==> src/rtl/eth_pkg.sv <==
// Shared constants, word map and FSM encoding for the rx frame parser.
// Pure declarations: no latency, no flow control.
package eth_pkg;

    localparam logic [15:0] ETH_TYPE_ARP = 16'h0806;
    localparam logic [15:0] ETH_TYPE_IP  = 16'h0800;
    localparam logic [15:0] ARP_OP_REQ   = 16'd1;
    localparam logic [15:0] ARP_OP_RESP  = 16'd2;
    localparam logic [7:0]  IP_PROTO_UDP = 8'd17;
    localparam logic [7:0]  IP_VER_IHL   = 8'h45;

    // Word indices in the shift-16 aligned 32-bit stream
    localparam logic [3:0] W_DST_HI     = 4'd0;
    localparam logic [3:0] W_DST_LO     = 4'd1;
    localparam logic [3:0] W_TYPE       = 4'd3;
    localparam logic [3:0] W_IP_VER     = 4'd4;
    localparam logic [3:0] W_ARP_OP     = 4'd5;
    localparam logic [3:0] W_ARP_SHA    = 4'd6;
    localparam logic [3:0] W_IP_PROTO   = 4'd6;
    localparam logic [3:0] W_ARP_SPA_HI = 4'd7;
    localparam logic [3:0] W_ARP_SPA_LO = 4'd8;
    localparam logic [3:0] W_IP_DST     = 4'd8;
    localparam logic [3:0] W_UDP_PORT   = 4'd9;
    localparam logic [3:0] W_ARP_TPA    = 4'd10;
    localparam logic [3:0] W_IP_LAST    = 4'd10;
    localparam logic [3:0] W_CMD_HDR    = 4'd11;
    localparam logic [3:0] W_CMD_DATA   = 4'd12;

    typedef enum logic [2:0] {
        ST_IDLE,
        ST_MAC,
        ST_ARP,
        ST_IP,
        ST_PAYLOAD,
        ST_TAIL,
        ST_DROP
    } state_t;

    typedef struct packed {
        logic dst_self;
        logic dst_bcast;
        logic type_arp;
        logic type_ip;
        logic oper_req;
        logic oper_resp;
        logic spa_hi;
        logic spa_lo;
        logic tpa;
        logic ver;
        logic proto;
        logic dip;
        logic port;
        logic magic;
    } match_t;

endpackage

==> src/rtl/eth_frame_parser_if.sv <==
// Avalon-ST style rx word stream between the TSE pump and the frame parser.
// Wires only; the sink side drives o_rdy.
interface eth_frame_parser_if;
    logic [31:0] i_data;
    logic        i_vld;
    logic        o_rdy;
    logic        i_sop;
    logic        i_eop;
    logic        i_err;

    modport master (output i_data, i_vld, i_sop, i_eop, i_err, input o_rdy);
    modport slave  (input i_data, i_vld, i_sop, i_eop, i_err, output o_rdy);
endinterface

==> src/rtl/eth_field_match.sv <==
// Per-word field comparators; each flag is true only on the word index that carries its field.
// Purely combinational, no flow control.
module eth_field_match
    import eth_pkg::*;
#(
    parameter logic [15:0] CMD_PORT  = 16'd50000,
    parameter logic [15:0] CMD_MAGIC = 16'hC0DE
) (
    input  logic [3:0]  idx,
    input  logic [31:0] data,
    input  logic [47:0] self_mac,
    input  logic [31:0] self_ip,
    input  logic [31:0] target_ip,
    output match_t      m
);

    always_comb begin
        m = '0;
        case (idx)
            W_DST_HI: begin
                m.dst_self  = (data[15:0] == self_mac[47:32]);
                m.dst_bcast = (data[15:0] == 16'hFFFF);
            end
            W_DST_LO: begin
                m.dst_self  = (data == self_mac[31:0]);
                m.dst_bcast = (data == 32'hFFFF_FFFF);
            end
            W_TYPE: begin
                m.type_arp = (data[15:0] == ETH_TYPE_ARP);
                m.type_ip  = (data[15:0] == ETH_TYPE_IP);
            end
            W_IP_VER: m.ver = (data[31:24] == IP_VER_IHL);
            W_ARP_OP: begin
                m.oper_req  = (data[15:0] == ARP_OP_REQ);
                m.oper_resp = (data[15:0] == ARP_OP_RESP);
            end
            W_IP_PROTO:   m.proto  = (data[23:16] == IP_PROTO_UDP);
            W_ARP_SPA_HI: m.spa_hi = (data[15:0] == target_ip[31:16]);
            W_ARP_SPA_LO: begin
                // ARP spa low half and IPv4 destination share this word
                m.spa_lo = (data[31:16] == target_ip[15:0]);
                m.dip    = (data == self_ip);
            end
            W_UDP_PORT: m.port  = (data[15:0] == CMD_PORT);
            W_ARP_TPA:  m.tpa   = (data == self_ip);
            W_CMD_HDR:  m.magic = (data[31:16] == CMD_MAGIC);
            default: ;
        endcase
    end

endmodule

==> src/rtl/eth_frame_parser.sv <==
// Filters rx frames by MAC/IP and decodes ARP and UDP command datagrams into result pulses.
// Results pulse one cycle after the eop beat; o_rdy is high outside reset, never backpressures.
module eth_frame_parser
    import eth_pkg::*;
#(
    parameter logic [15:0] CMD_PORT  = 16'd50000,
    parameter logic [15:0] CMD_MAGIC = 16'hC0DE,
    parameter int          CNT_W     = 16
) (
    input  logic                 clk,
    input  logic                 rst,
    input  logic [47:0]          i_self_mac,
    input  logic [31:0]          i_self_ip,
    input  logic [31:0]          i_target_ip,
    eth_frame_parser_if.slave    rx,
    output logic [1:0]           o_arp_operation,
    output logic [47:0]          o_arp_sender_mac,
    output logic [31:0]          o_arp_sender_ip,
    output logic                 o_cmd_flag,
    output logic [1:0]           o_cmd_phy_channel,
    output logic [31:0]          o_cmd_data,
    output logic [CNT_W-1:0]     o_frame_cnt,
    output logic [CNT_W-1:0]     o_drop_cnt
);

    state_t      state, st_eff, st_nxt;
    logic [3:0]  idx, cur_idx;
    match_t      m;
    logic        dsth_self, dsth_bcast, op_resp_r, spa_hi_r, spa_lo_r, is_arp_r;
    logic [47:0] sha_sh;
    logic [31:0] spa_sh, data_sh;
    logic [1:0]  ch_sh;
    logic        beat, done_arp, done_cmd, complete, arp_res, accept, abort, eop_drop;
    logic [1:0]  drop_inc;

    assign rx.o_rdy = ~rst;
    assign beat     = rx.i_vld && rx.o_rdy;
    // An sop beat always restarts parsing at W0, whatever state we were in
    assign cur_idx  = rx.i_sop ? 4'd0 : idx;
    assign st_eff   = rx.i_sop ? ST_MAC : state;

    eth_field_match #(.CMD_PORT(CMD_PORT), .CMD_MAGIC(CMD_MAGIC)) u_match (
        .idx       (cur_idx),
        .data      (rx.i_data),
        .self_mac  (i_self_mac),
        .self_ip   (i_self_ip),
        .target_ip (i_target_ip),
        .m         (m)
    );

    always_comb begin
        st_nxt   = st_eff;
        done_arp = 1'b0;
        done_cmd = 1'b0;
        case (st_eff)
            ST_MAC: case (cur_idx)
                W_DST_HI: if (!(m.dst_self || m.dst_bcast)) st_nxt = ST_DROP;
                W_DST_LO: if (!((dsth_self && m.dst_self) || (dsth_bcast && m.dst_bcast)))
                              st_nxt = ST_DROP;
                W_TYPE:   st_nxt = m.type_arp ? ST_ARP : (m.type_ip ? ST_IP : ST_DROP);
                default: ;
            endcase
            ST_ARP: case (cur_idx)
                W_ARP_OP: if (!(m.oper_req || m.oper_resp)) st_nxt = ST_DROP;
                W_ARP_TPA: begin
                    if (m.tpa && (!op_resp_r || (spa_hi_r && spa_lo_r))) begin
                        done_arp = 1'b1;
                        st_nxt   = ST_TAIL;
                    end else begin
                        st_nxt = ST_DROP;
                    end
                end
                default: ;
            endcase
            ST_IP: case (cur_idx)
                W_IP_VER:   if (!m.ver)   st_nxt = ST_DROP;
                W_IP_PROTO: if (!m.proto) st_nxt = ST_DROP;
                W_IP_DST:   if (!m.dip)   st_nxt = ST_DROP;
                W_UDP_PORT: if (!m.port)  st_nxt = ST_DROP;
                W_IP_LAST:  st_nxt = ST_PAYLOAD;
                default: ;
            endcase
            ST_PAYLOAD: case (cur_idx)
                W_CMD_HDR: if (!m.magic) st_nxt = ST_DROP;
                W_CMD_DATA: begin
                    done_cmd = 1'b1;
                    st_nxt   = ST_TAIL;
                end
                default: ;
            endcase
            default: ;
        endcase
    end

    assign complete = done_arp || done_cmd || (st_eff == ST_TAIL);
    assign arp_res  = done_arp || ((st_eff == ST_TAIL) && is_arp_r);
    assign accept   = rx.i_eop && complete && !rx.i_err;
    assign abort    = rx.i_sop && (state != ST_IDLE);
    assign eop_drop = rx.i_eop && !accept;
    assign drop_inc = {1'b0, abort} + {1'b0, eop_drop};

    always_ff @(posedge clk) begin
        if (rst) begin
            state             <= ST_IDLE;
            idx               <= '0;
            dsth_self         <= 1'b0;
            dsth_bcast        <= 1'b0;
            op_resp_r         <= 1'b0;
            spa_hi_r          <= 1'b0;
            spa_lo_r          <= 1'b0;
            is_arp_r          <= 1'b0;
            sha_sh            <= '0;
            spa_sh            <= '0;
            ch_sh             <= '0;
            data_sh           <= '0;
            o_arp_operation   <= '0;
            o_arp_sender_mac  <= '0;
            o_arp_sender_ip   <= '0;
            o_cmd_flag        <= 1'b0;
            o_cmd_phy_channel <= '0;
            o_cmd_data        <= '0;
            o_frame_cnt       <= '0;
            o_drop_cnt        <= '0;
        end else begin
            o_arp_operation <= '0;
            o_cmd_flag      <= 1'b0;
            if (beat && (st_eff != ST_IDLE)) begin
                idx <= (cur_idx == 4'hF) ? 4'hF : cur_idx + 4'd1;
                if (st_eff == ST_MAC && cur_idx == W_DST_HI) begin
                    dsth_self  <= m.dst_self;
                    dsth_bcast <= m.dst_bcast;
                end
                if (st_eff == ST_ARP) begin
                    case (cur_idx)
                        W_ARP_OP:  op_resp_r <= m.oper_resp;
                        W_ARP_SHA: sha_sh[47:16] <= rx.i_data;
                        W_ARP_SPA_HI: begin
                            sha_sh[15:0]  <= rx.i_data[31:16];
                            spa_sh[31:16] <= rx.i_data[15:0];
                            spa_hi_r      <= m.spa_hi;
                        end
                        W_ARP_SPA_LO: begin
                            spa_sh[15:0] <= rx.i_data[31:16];
                            spa_lo_r     <= m.spa_lo;
                        end
                        default: ;
                    endcase
                end
                if (st_eff == ST_PAYLOAD && cur_idx == W_CMD_HDR)  ch_sh   <= rx.i_data[1:0];
                if (st_eff == ST_PAYLOAD && cur_idx == W_CMD_DATA) data_sh <= rx.i_data;
                if (done_arp) is_arp_r <= 1'b1;
                if (done_cmd) is_arp_r <= 1'b0;

                state      <= rx.i_eop ? ST_IDLE : st_nxt;
                o_drop_cnt <= o_drop_cnt + CNT_W'(drop_inc);
                if (accept) begin
                    o_frame_cnt <= o_frame_cnt + CNT_W'(1);
                    if (arp_res) begin
                        o_arp_operation  <= op_resp_r ? 2'd2 : 2'd1;
                        o_arp_sender_mac <= sha_sh;
                        o_arp_sender_ip  <= spa_sh;
                    end else begin
                        o_cmd_flag        <= 1'b1;
                        o_cmd_phy_channel <= ch_sh;
                        o_cmd_data        <= done_cmd ? rx.i_data : data_sh;
                    end
                end
            end
        end
    end

endmodule

==> src/flat_wrapper.sv <==
// flat-port wrapper written by rule: the top's interface ports become plain ports
module eth_frame_parser_flat import eth_pkg::*;
#(
    parameter logic [15:0] CMD_PORT  = 16'd50000,
    parameter logic [15:0] CMD_MAGIC = 16'hC0DE,
    parameter int          CNT_W     = 16
)
  (clk, rst, i_self_mac, i_self_ip, i_target_ip, o_arp_operation, o_arp_sender_mac, o_arp_sender_ip, o_cmd_flag, o_cmd_phy_channel, o_cmd_data, o_frame_cnt, o_drop_cnt, rx_i_data, rx_i_vld, rx_i_sop, rx_i_eop, rx_i_err, rx_o_rdy);
  eth_frame_parser_if rx_i ();
  input  logic clk;
  input  logic rst;
  input  logic [47:0] i_self_mac;
  input  logic [31:0] i_self_ip;
  input  logic [31:0] i_target_ip;
  output logic [1:0] o_arp_operation;
  output logic [47:0] o_arp_sender_mac;
  output logic [31:0] o_arp_sender_ip;
  output logic o_cmd_flag;
  output logic [1:0] o_cmd_phy_channel;
  output logic [31:0] o_cmd_data;
  output logic [CNT_W-1:0] o_frame_cnt;
  output logic [CNT_W-1:0] o_drop_cnt;
  input wire logic [$bits(rx_i.i_data)-1:0] rx_i_data;
  input wire logic [$bits(rx_i.i_vld)-1:0] rx_i_vld;
  input wire logic [$bits(rx_i.i_sop)-1:0] rx_i_sop;
  input wire logic [$bits(rx_i.i_eop)-1:0] rx_i_eop;
  input wire logic [$bits(rx_i.i_err)-1:0] rx_i_err;
  output wire logic [$bits(rx_i.o_rdy)-1:0] rx_o_rdy;
  assign rx_i.i_data = rx_i_data;
  assign rx_i.i_vld = rx_i_vld;
  assign rx_i.i_sop = rx_i_sop;
  assign rx_i.i_eop = rx_i_eop;
  assign rx_i.i_err = rx_i_err;
  assign rx_o_rdy = rx_i.o_rdy;
  eth_frame_parser #(.CMD_PORT(CMD_PORT), .CMD_MAGIC(CMD_MAGIC), .CNT_W(CNT_W)) u_core (.clk(clk), .rst(rst), .i_self_mac(i_self_mac), .i_self_ip(i_self_ip), .i_target_ip(i_target_ip), .rx(rx_i), .o_arp_operation(o_arp_operation), .o_arp_sender_mac(o_arp_sender_mac), .o_arp_sender_ip(o_arp_sender_ip), .o_cmd_flag(o_cmd_flag), .o_cmd_phy_channel(o_cmd_phy_channel), .o_cmd_data(o_cmd_data), .o_frame_cnt(o_frame_cnt), .o_drop_cnt(o_drop_cnt));
endmodule
==> config.mk <==
export PLATFORM = sky130hd
export DESIGN_NAME = eth_frame_parser_flat
export DESIGN_NICKNAME = d
export VERILOG_FILES = /design/src/rtl/eth_pkg.sv /design/src/rtl/eth_frame_parser_if.sv /design/src/rtl/eth_field_match.sv /design/src/rtl/eth_frame_parser.sv /design/src/flat_wrapper.sv
export SDC_FILE = /design/constraint.sdc
export NUM_CORES = 1
export LEC_CHECK = 0
export ABC_CLOCK_PERIOD_IN_PS = 8189
export BUFFER_PORTS_ARGS = -buffer_cell sky130_fd_sc_hd__buf_4
export CAP_MARGIN = 20
export CORE_MARGIN = 5
export CORE_UTILIZATION = 40
export DETAILED_ROUTE_END_ITERATION = 16
export GPL_TIMING_DRIVEN = 0
export SYNTH_ARGS = -nofsm -noshare
export SYNTH_HDL_FRONTEND = slang
export SYNTH_SLANG_ARGS = --single-unit
==> constraint.sdc <==
create_clock -name clk -period 8.19 [get_ports clk]
set_clock_uncertainty 0.1 [all_clocks]
set_input_delay 0.4095 -clock clk [delete_from_list [all_inputs] [get_ports clk]]
set_output_delay 0.4095 -clock clk [all_outputs]
set_load 0.01 [all_outputs]
==> results of run 1 <==
==> tightest hold or removal path, stage by stage <==
cell     delay (ps)
buf_6           150
nand2_1          70
a21oi_1          50
==> stage by stage <==
| stage | std cells | util [%] | power [mW] | hold slack (ps) | area, µm² |
|---|---|---|---|---|---|
| after detailed placement | 2189 | 48.36 | 1.623 | 346.6 | 15180 |
| final | 2238 | 51.11 | 2.819 | 75.67 | 16040 |
| after global placement | 2188 | 48.29 | 1.620 | 341.5 | 15160 |
| after CTS | 2238 | 51.11 | 2.841 | 50.23 | 16040 |
| after floorplan | 1516 | - | 1.500 | 312.8 | 12630 |
| after global routing | 2238 | 51.11 | 2.904 | 68.97 | 16040 |
==> worst paths after layout <==
check | start | to | slack (ps) | cells past startpoint
worst max register to register | u_core.state[0] | u_core.o_drop_cnt[10] | 4900 | 15
worst max-delay path | rx_i_sop | u_core.o_drop_cnt[10] | 4340 | 17
worst min-delay path | rx_i_data[10] | u_core.spa_sh[26] | 80 | 3
worst min register to register | u_core.spa_sh[26] | u_core.spa_sh[26] | 350 | 2
==> flip-flops by register name (all words and copies together), names as in the netlist, 2 cells and up <==
signal                    cells
u_core.idx                    4
u_core.o_cmd_phy_channel      2
u_core.o_drop_cnt            16
u_core.data_sh               32
u_core.ch_sh                  2
u_core.state                  3
u_core.o_frame_cnt           16
u_core.sha_sh                48
u_core.o_arp_sender_mac      48
u_core.o_arp_sender_ip       32
u_core.o_cmd_data            32
u_core.spa_sh                32
u_core.o_arp_operation        2
==> cell usage in the layout (no fill, tap or decap), drive strengths merged, types with 2 or more instances in the layout <==
cell | Yosys | routed
a221oi | 2 | 2
a311oi | 35 | 35
nor3 | 14 | 14
buf | 43 | 314
or3 | 3 | 3
nor4 | 16 | 16
o21ai | 43 | 43
and2 | 5 | 5
a21o | 5 | 5
clkinv | 2 | 8
nor2 | 171 | 171
nand4 | 44 | 44
nand2 | 329 | 329
ha | 6 | 6
a211oi | 2 | 2
a211o | 2 | 2
nand3b | 2 | 2
a31oi | 5 | 5
or4 | 2 | 2
a31o | 2 | 2
nor3b | 7 | 7
xor2 | 44 | 44
nand4b | 2 | 2
nand2b | 2 | 2
mux2 | 4 | 4
xnor2 | 90 | 90
dfxtp | 276 | 276
a21oi | 108 | 108
and4 | 5 | 5
nand3 | 23 | 23
nor2b | 10 | 10
and3 | 12 | 12
nor4b | 3 | 3
mux2i | 83 | 83
inv | 14 | 15
a2111oi | 5 | 5
clkbuf | 80 | 122
==> where the power goes <==
part | internal (mW) | switching, mW | leakage (nW)
Clock | 0.691 | 0.533 | 0.431
Sequential | 1.34 | 0.00191 | 2.22
Combinational | 0.0978 | 0.150 | 3.90
Total | 2.13 | 0.685 | 6.56
==> cell families after synthesis <==
kind of cell    synth area share, %
compound gates                11.11
fa+ha+maj                    0.7530
flops                         43.75
buf+inv                       4.964
simple gates                  22.96
mux                           6.935
xor+xnor                      9.531
==> layout make-up <==
class | count | share of cell area [%]
buffer | 123 | 3.533
clock buffer | 42 | 5.139
timing repair buffer | 271 | 12.73
inverter | 16 | 0.3743
tap | 402 | 3.135
sequential | 276 | 34.44
clock inverter | 7 | 0.2418
multi-input combinational | 1101 | 40.41
==> routing by layer <==
layer | vias to the layer above | track usage [%] | part of all wire (%)
met5 | - | 0 | 0
met3 | 86 | 5.231 | 7.1
met4 | 0 | 7.990 | 3.3
li1 | 5711 | - | -
met1 | 5618 | 32.43 | 43
met2 | 444 | 41.50 | 47
==> key figures, run 1 <==
Placement
  – Port Buf Inserts: between 200 and 300
  – Pre-CTS setup slack: 3849 ps
  – Gpl congestion: 0.8835
  – HPWL Detailed: 33.96 mm

Detailed routing
  – First-pass detailed-route iteration total: 5
  – DRC: 0
  – Final ANT Viol Nets: 0
  – DR vias: 11.86k
  – Final wirelength: 46.15 mm
  – Routed wire per std cell: between 20 and 25 µm
  – Iteration-0 DRC Markers: approximately 700
  – Via density per instance: about 5.3

CTS
  – Setup Fix Bufs, Post-CTS: 0
  – H-Tree Depth: 1
  – TritonCTS Sinks: between 200 and 300
  – Hold_buf cts: 0
  – Root Driver: clkbuf_16
  – # resized after CTS: 0
  – TritonCTS clock tree: built
  – Clock Path Buffers: 3
  – Worst-skew pair later-pin latency: 550 ps
  – Clock transition at path regs: 60 ps
  – Total CTS buffers: 29

Floorplanning
  – Starting Density: a little over 40%
  – Core area: 31390 µm²
  – Die Ht: 187.7 µm
  – Site row count: 65
  – Die area: 35220 µm²
  – Die Width: about 190 µm
  – IO Count: 300

Worst hold path
  – Hold Crit Class: primary input to register

Worst setup path
  – CP delay by family, top: buffers and inverters
  – CP peak stage delay: 430 ps
  – CP Launch Type: primary input
  – Crit path buffers/inverters: 4
  – Crit. End Element: register
  – Top cell by count, worst path: clkbuf_1
  – Worst Path Required: 8510 ps
  – Crit-path cells: buf_4, clkbuf_1, clkbuf_1, nand2b_1, ha_1, and4_1, clkbuf_1, nor2_4, a21oi_1, nor2b_1, fa_1, ha_1, nand2_1, nor2_1, nand4_1, xor2_1, nor2_1
  – CP max-delay cell: clkbuf_1
  – WP data arrival: 4170 ps
  – Crit path max fanout: 10
  – Crit Path Category: primary input to register

Synth
  – Number of distinct library cells after synthesis: 67
  – Asr flop ratio synth: 0%
  – Synth top area share: 43.75%
  – Post-synth top area cell: dfxtp_1
  – Mapped Cells: 1516
  – Mapped Area: 12630 µm²
  – Top cells by count, synth: 329 x nand2_1, 276 x dfxtp_1, 170 x nor2_1
  – Synth Register Bits: 276
  – Synthesized area per cell: about 8.3 µm²
  – Top cells by area, synth: dfxtp_1 44%, nand2_1 9.8%, mux2i_1 6.6%
  – Most used flip-flop cell after synthesis: dfxtp_1
  – Most common cell in the netlist: nand2_1
  – Post-synth EDFFs: 0
  – Register area share after synthesis: 43.75%
  – Net Count, Synth: between 1.5k and 2k
  – Ys Warns: 0

Final layout
  – # diodes: 0
  – Storage cell area: 5525 µm²
  – Filler cells: just over 3k
  – Synthesis-to-finish area growth: 27.05%
  – Layout Nets: 1975
  – Share of cells above drive strength 1: 20.21%
  – Area of the multi-input gates: 6484 µm²

Global routing
  – Vias in the first global route: 11.50k
  – Pin count of the biggest net entering global routing: 15
  – Total track usage: 24.91%
  – Grt ovf: 0
  – First-pass GRT wire length: 68.74 mm
  – Antenna violations before repair: 0

STA
  – FMAX: ~260 MHz
  – Final setup vio count: 0
  – Post-route setup TNS: 0 ps
  – Max-slew violation count: 0
  – Crit path time final: 3854 ps
  – Fin. Hold Viols: 0
  – Rel. slew slack: just under 20%
  – RSZ-0062 raised after global routing: false
  – Crit share post-route: 47.06%
  – Worst slew pin tran: 1206 ps
  – Final Worst Setup Slack: 4336 ps

Run status
  – Status: complete, no violations

Power and ir drop
  – VDD IR-drop max: 0.0001616 V
  – Leakage power: around 6.6 nW
  – Power Density: around 180 nW/µm²

Flow run
  – Number of max-cap violations: 0
(Power assumes the default switching activity.)
==> inputs of run 2 (changes only) <==
- ABC_CLOCK_PERIOD_IN_PS: 8189 -> 3850
- clock period: 8.19 -> 3.85 ns (I/O delays scaled with it)
==> run 2 against run 1 <==
Against the previous run: the flow now finishes with violations (negative hold slack); utilization rose by 0.53 points; via count up 0.43%; sequential share of layout area down 0.35 points; sequential power up 110%; hold slack worse by 79 ps; routed wire length up 0.27%; register-to-register slack got worse by 4300 ps; die area unchanged; non-clock buffer count grew 16; sequential cell count unchanged; cell count up 0.71%; critical path type unchanged; largest cell class unchanged; highest routed layer unchanged.
==> key figures, run 2 (synthesis gave the netlist of run 1 again) <==
Final layout
  – Synthesis-to-finish area growth: 28.37%
  – Share of cells above drive strength 1: 20.03%
  – Layout Cells excl Fill: 2254
  – Commonest non-fill, non-tap cell in the layout: nand2_1
  – Most frequent cells in the layout: 329 x nand2_1, 280 x buf_4, 276 x dfxtp_1
  – Biggest registers after layout: u_core.o_arp_sender_mac: 48 flops, u_core.sha_sh: 48 flops
  – Final Cell Area: approximately 16000 µm²
  – Final Util: between 50 and 60%
  – # diodes: 0
  – Layout Nets: 1991

STA
  – Final setup vio count: 0
  – RSZ-0062 raised after global routing: false
  – Post-route setup TNS: 0 ps
  – Crit path time final: 3473 ps
  – FMAX: between 200 and 300 MHz
  – Smallest hold slack: -2.946 ps
  – Crit share post-route: about nine tenths
  – Rel. slew slack: roughly a fifth
  – Worst slew pin tran: 1219 ps
  – Fin. Hold Viols: 1
  – Max-slew violation count: 0

Floorplanning
  – Starting Density: 40.23%
  – Die area: 35220 µm²
  – IO Count: 300
  – Core area: 31390 µm²
  – Site row count: 65
  – Die Ht: 187.7 µm
  – Die Width: about 190 µm

Worst setup path
  – Crit path max fanout: 10
  – CP peak stage delay: 530 ps
  – CP Launch Type: primary input
  – Launch point of the worst path: rx_i_sop
  – CP max-delay cell: and4_1
  – Worst setup path endpoint: u_core.o_drop_cnt[10]
  – Worst R2R End: u_core.o_drop_cnt[10]
  – Reg2reg path depth: 14
  – Worst Path Required: 4170 ps
  – WP data arrival: 3790 ps
  – R2R setup slack: 580 ps
  – Crit. End Element: register
  – RR Startpoint: u_core.state[0]
  – Crit Path Category: primary input to register
  – Crit-path cells: buf_4, clkbuf_1, clkbuf_1, nand2b_1, ha_1, and4_1, nor2_4, a21oi_1, nor2b_1, fa_1, ha_1, nand2_1, nor2_1, nand4_1, xor2_1, nor2_1

Power and ir drop
  – VDD IR-drop max: 0.0003432 V
  – Leakage power: 6.629 nW
  – Power Density: ~370 nW/µm²

Detailed routing
  – Via density per instance: 5.284
  – Routed wire per std cell: 20.53 µm
  – DRC: 0
  – Final ANT Viol Nets: 0
  – Iteration-0 DRC Markers: 711
  – Final wirelength: 46.27 mm
  – First-pass detailed-route iteration total: 5
  – DR vias: 11.91k

CTS
  – Worst-skew pair later-pin latency: 550 ps
  – Setup Fix Bufs, Post-CTS: 0
  – Clock Path Buffers: 3
  – # resized after CTS: 0
  – TritonCTS Sinks: 276
  – Total CTS buffers: 29
  – H-Tree Depth: 1
  – Root Driver: clkbuf_16
  – Clock transition at path regs: roughly 60 ps
  – TritonCTS clock tree: built

Placement
  – Gpl congestion: 0.8835
  – Port Buf Inserts: 270
  – # placed instances: 2189
  – Cell Area, Placed: between 15000 and 20000 µm²
  – HPWL Detailed: 33.96 mm

Global routing
  – Total track usage: 25.02%
  – Antenna violations before repair: 0
  – Grt ovf: 0
  – Pin count of the biggest net entering global routing: 15
  – Vias in the first global route: 11.57k
  – First-pass GRT wire length: roughly 69 mm

Worst hold path
  – Hold Crit Class: primary input to register

Run status
  – Status: finished, violations left
  – Violated checks: negative hold slack

Flow run
  – Number of max-cap violations: 0
## run 2: cell count changes in the layout (fill, tap and decap cells not counted)
| cell | delta |
|---|---|
| dlygate4sd3_1 | +17 |
| clkbuf_1 | -1 |
## run 2: worst max-delay path: cells and delay by family
family / cells / cell delay (ps)
AND/OR/NAND/NOR: 8 / 1310
AO/OA/AOI/OAI: 1 / 180
XOR/XNOR: 1 / 160
adder cells (fa/ha/maj): 3 / 1020
buffers and inverters: 3 / 920
## run 2: how the worst min path moves through the flow
stage,end,startpoint,cells past startpoint
floorplan,u_core.state[0],rx_i_eop,2
detailed placement,u_core.sha_sh[26],u_core.sha_sh[26],2
finish,u_core.sha_sh[41],rx_i_data[25],3
global route,u_core.spa_sh[9],rx_i_data[25],3
global placement,u_core.spa_sh[7],u_core.spa_sh[7],2
CTS,u_core.sha_sh[41],rx_i_data[25],3
## run 2: routing by layer
layer / up-vias / GRT usage [%] / routed length (µm)
met2: 449 / 41.73 / 21710
met1: 5626 / 32.69 / 19730
met3: 83 / 5.212 / 3362
met5: - / 0 / 0
met4: 0 / 7.736 / 1466
li1: 5752 / - / -
## run 2: power breakdown
part / internal, mW / switching (mW)
Clock: 1.47 / 1.13
Combinational: 0.219 / 0.324
Sequential: 2.86 / 0.00408
## run 2: final cells by class
type | count | area, µm²
inverter | 16 | 60.06
clock inverter | 7 | 38.79
buffer | 122 | 563.0
fill | 3060 | 15180
multi-input combinational | 1101 | 6484
tap | 402 | 503.0
sequential | 276 | 5525
clock buffer | 42 | 824.5
timing repair buffer | 288 | 2212
## run 2: per-stage QoR
stage / power, mW / setup slack [ps]
6_report: 6.006 / 377.0
5_1_grt: 6.193 / 113.0
4_1_cts: 6.057 / 292.5
3_5_place_dp: 3.452 / -274.1
3_3_place_gp: 3.447 / -244.2
2_1_floorplan: 3.190 / 730.0
## run 2: timing repair
action	CTS	global route
endpoints found under the setup margin	0	1
hold buffers	17	0
hold endpoints to repair	53	0
==> inputs of run 3 (changes only) <==
- BUFFER_PORTS_ARGS: -buffer_cell sky130_fd_sc_hd__buf_4 -> default
- DONT_BUFFER_PORTS: default -> 1
==> run 3 against run 2 <==
Against the previous run: the run now ends clean; cell count is 11% lower; combinational power is 18% lower; non-clock buffer count is 254 lower; critical endpoint is now u_core.state[2]; setup slack worse by 260 ps; routed wire length is 0.49% lower; cell area is 10% lower; sequential power hardly changed; via count is 6.4% lower; fmax is 6.9% lower; highest routed layer unchanged; sequential cell count stayed put; critical path depth is 6 lower; sequential share of layout area is 3.9 points higher.
==> key figures, run 3 (synthesis gave the netlist of run 1 again) <==
Power and ir drop
  – VDD IR-drop max: 0.0003346 V
  – Leakage power: around 5.4 nW
  – Power Density: around 440 nW/µm²

Worst setup path
  – CP Launch Type: primary input
  – Worst Path Required: 4200 ps
  – Crit. End Element: register
  – Reg2reg path depth: 9
  – R2R setup slack: 390 ps
  – Crit Path Category: primary input to register
  – Worst R2R End: u_core.state[2]
  – RR Startpoint: u_core.idx[2]
  – Crit path max fanout: 10
  – WP data arrival: 4080 ps

Final layout
  – Layout Nets: ~1.7k
  – Commonest non-fill, non-tap cell in the layout: nand2_1
  – Area of the multi-input gates: 6484 µm²
  – Biggest registers after layout: u_core.o_arp_sender_mac: 48 flops, u_core.sha_sh: 48 flops
  – Synthesis-to-finish area growth: 15.31%
  – # diodes: 0
  – Filler cells: 3071
  – Share of cells above drive strength 1: 7.343%
  – Most frequent cells in the layout: 329 x nand2_1, 276 x dfxtp_1, 170 x nor2_1
  – Layout Cells excl Fill: 2009
  – Storage cell area: around 5500 µm²

Floorplanning
  – Site row count: 65
  – Die area: 35220 µm²
  – Die Ht: ~190 µm
  – Starting Density: 40.23%
  – IO Count: 300
  – Core area: roughly 31000 µm²
  – Die Width: 187.7 µm

STA
  – Smallest hold slack: around 20 ps
  – FMAX: 268.0 MHz
  – Final setup vio count: 0
  – Crit path time final: roughly 3700 ps
  – Worst slew pin tran: 1124 ps
  – Crit share post-route: 96.93%
  – RSZ-0062 raised after global routing: false
  – Max-slew violation count: 0
  – Fin. Hold Viols: 0
  – Rel. slew slack: about 25%

CTS
  – TritonCTS clock tree: built
  – TritonCTS Sinks: roughly 280
  – Clock transition at path regs: 60 ps
  – Setup Fix Bufs, Post-CTS: 0
  – Worst-skew pair later-pin latency: between 500 and 600 ps
  – Clock Path Buffers: 3
  – Root Driver: clkbuf_16
  – H-Tree Depth: 1
  – # resized after CTS: 0
  – Total CTS buffers: 31

Worst hold path
  – Hold Crit Class: primary input to register
  – Hold Crit Start: rx_i_vld
  – Hold path endpoint: u_core.o_drop_cnt[2]
  – Hold Path Depth: 4

Detailed routing
  – Final wirelength: 46.05 mm
  – Iteration-0 DRC Markers: between 800 and 900
  – Final ANT Viol Nets: 0
  – Via density per instance: about 5.5
  – DRC: 0
  – DR vias: around 11k
  – Routed wire per std cell: 22.92 µm
  – First-pass detailed-route iteration total: 5

Placement
  – Gpl congestion: between 0.9 and 1
  – HPWL Detailed: 33.14 mm
  – # placed instances: 1921
  – Port Buf Inserts: 0

Global routing
  – Total track usage: 24.95%
  – Global Route met3 Usage: roughly 6.6%
  – Met2 usage: approximately two fifths
  – Vias in the first global route: 10.75k
  – Met1 Track Usage GR: 32.57%
  – GRT Max-Usage Layer: met2
  – Antenna violations before repair: 0
  – Pin count of the biggest net entering global routing: 16
  – First-pass GRT wire length: around 70 mm
  – Grt ovf: 0

Flow run
  – Number of max-cap violations: 0

Run status
  – Status: complete, no violations
-- run 3: worst max-delay path by stage --
stage / end / cells past startpoint / start
2_1_floorplan: u_core.o_drop_cnt[10] / 16 / rx_i_sop
3_3_place_gp: u_core.o_drop_cnt[10] / 16 / rx_i_sop
3_5_place_dp: u_core.o_drop_cnt[10] / 16 / rx_i_sop
4_1_cts: u_core.state[2] / 10 / rx_i_data[22]
5_1_grt: u_core.o_drop_cnt[10] / 16 / rx_i_sop
6_report: u_core.state[2] / 10 / rx_i_data[22]
-- run 3: timing repair --
action | 4_1_cts | 5_1_grt
hold buffers | 30 | 0
endpoints found under the setup margin | 0 | 0
endpoints found under the hold margin | 74 | 0
-- run 3: critical path: stages --
cell,delay [ps]
dlygate4sd3_1,520
buf_2,420
xor2_1,130
nor4_1,810
nand3_1,480
nor3_1,410
nor3_1,130
a31oi_1,250
a311oi_1,130
dlygate4sd3_1,600
-- run 3: layer usage --
layer	part of all wire, %	vias up
met5	0	-
li1	-	5263
met2	47	468
met4	1.9	0
met1	42	5363
met3	8.8	54
-- run 3: cell type report --
type	count	share of cell area, %
multi-input cells	1101	44.53
flip-flops and latches	276	37.94
clock buffers	39	5.946
plain buffers	123	3.892
well taps	402	3.454
repair buffers	33	2.320
clock inverters	19	1.504
inverters	16	0.4124
-- run 3: through the flow --
stage / cell area, µm² / power [mW] / setup WS (ps) / util (%) / TNS (ps)
global route: 14560 / 6.641 / 112.3 / 46.39 / 0
detailed placement: 13180 / 3.344 / -95.40 / 41.97 / -149.2
finish: 14560 / 6.436 / 118.1 / 46.39 / 0
floorplan: 12630 / 3.190 / 730.0 / - / 0
CTS: 14560 / 6.475 / 275.9 / 46.39 / 0
global placement: 13130 / 3.337 / -53.77 / 41.83 / -81.04
-- run 3: report_power, final --
part / switching (mW) / total, mW / internal [mW]
logic: 0.294 / 0.446 / 0.152
clock network: 1.26 / 3.13 / 1.87
registers: 0.00521 / 2.87 / 2.86
total: 1.56 / 6.44 / 4.88
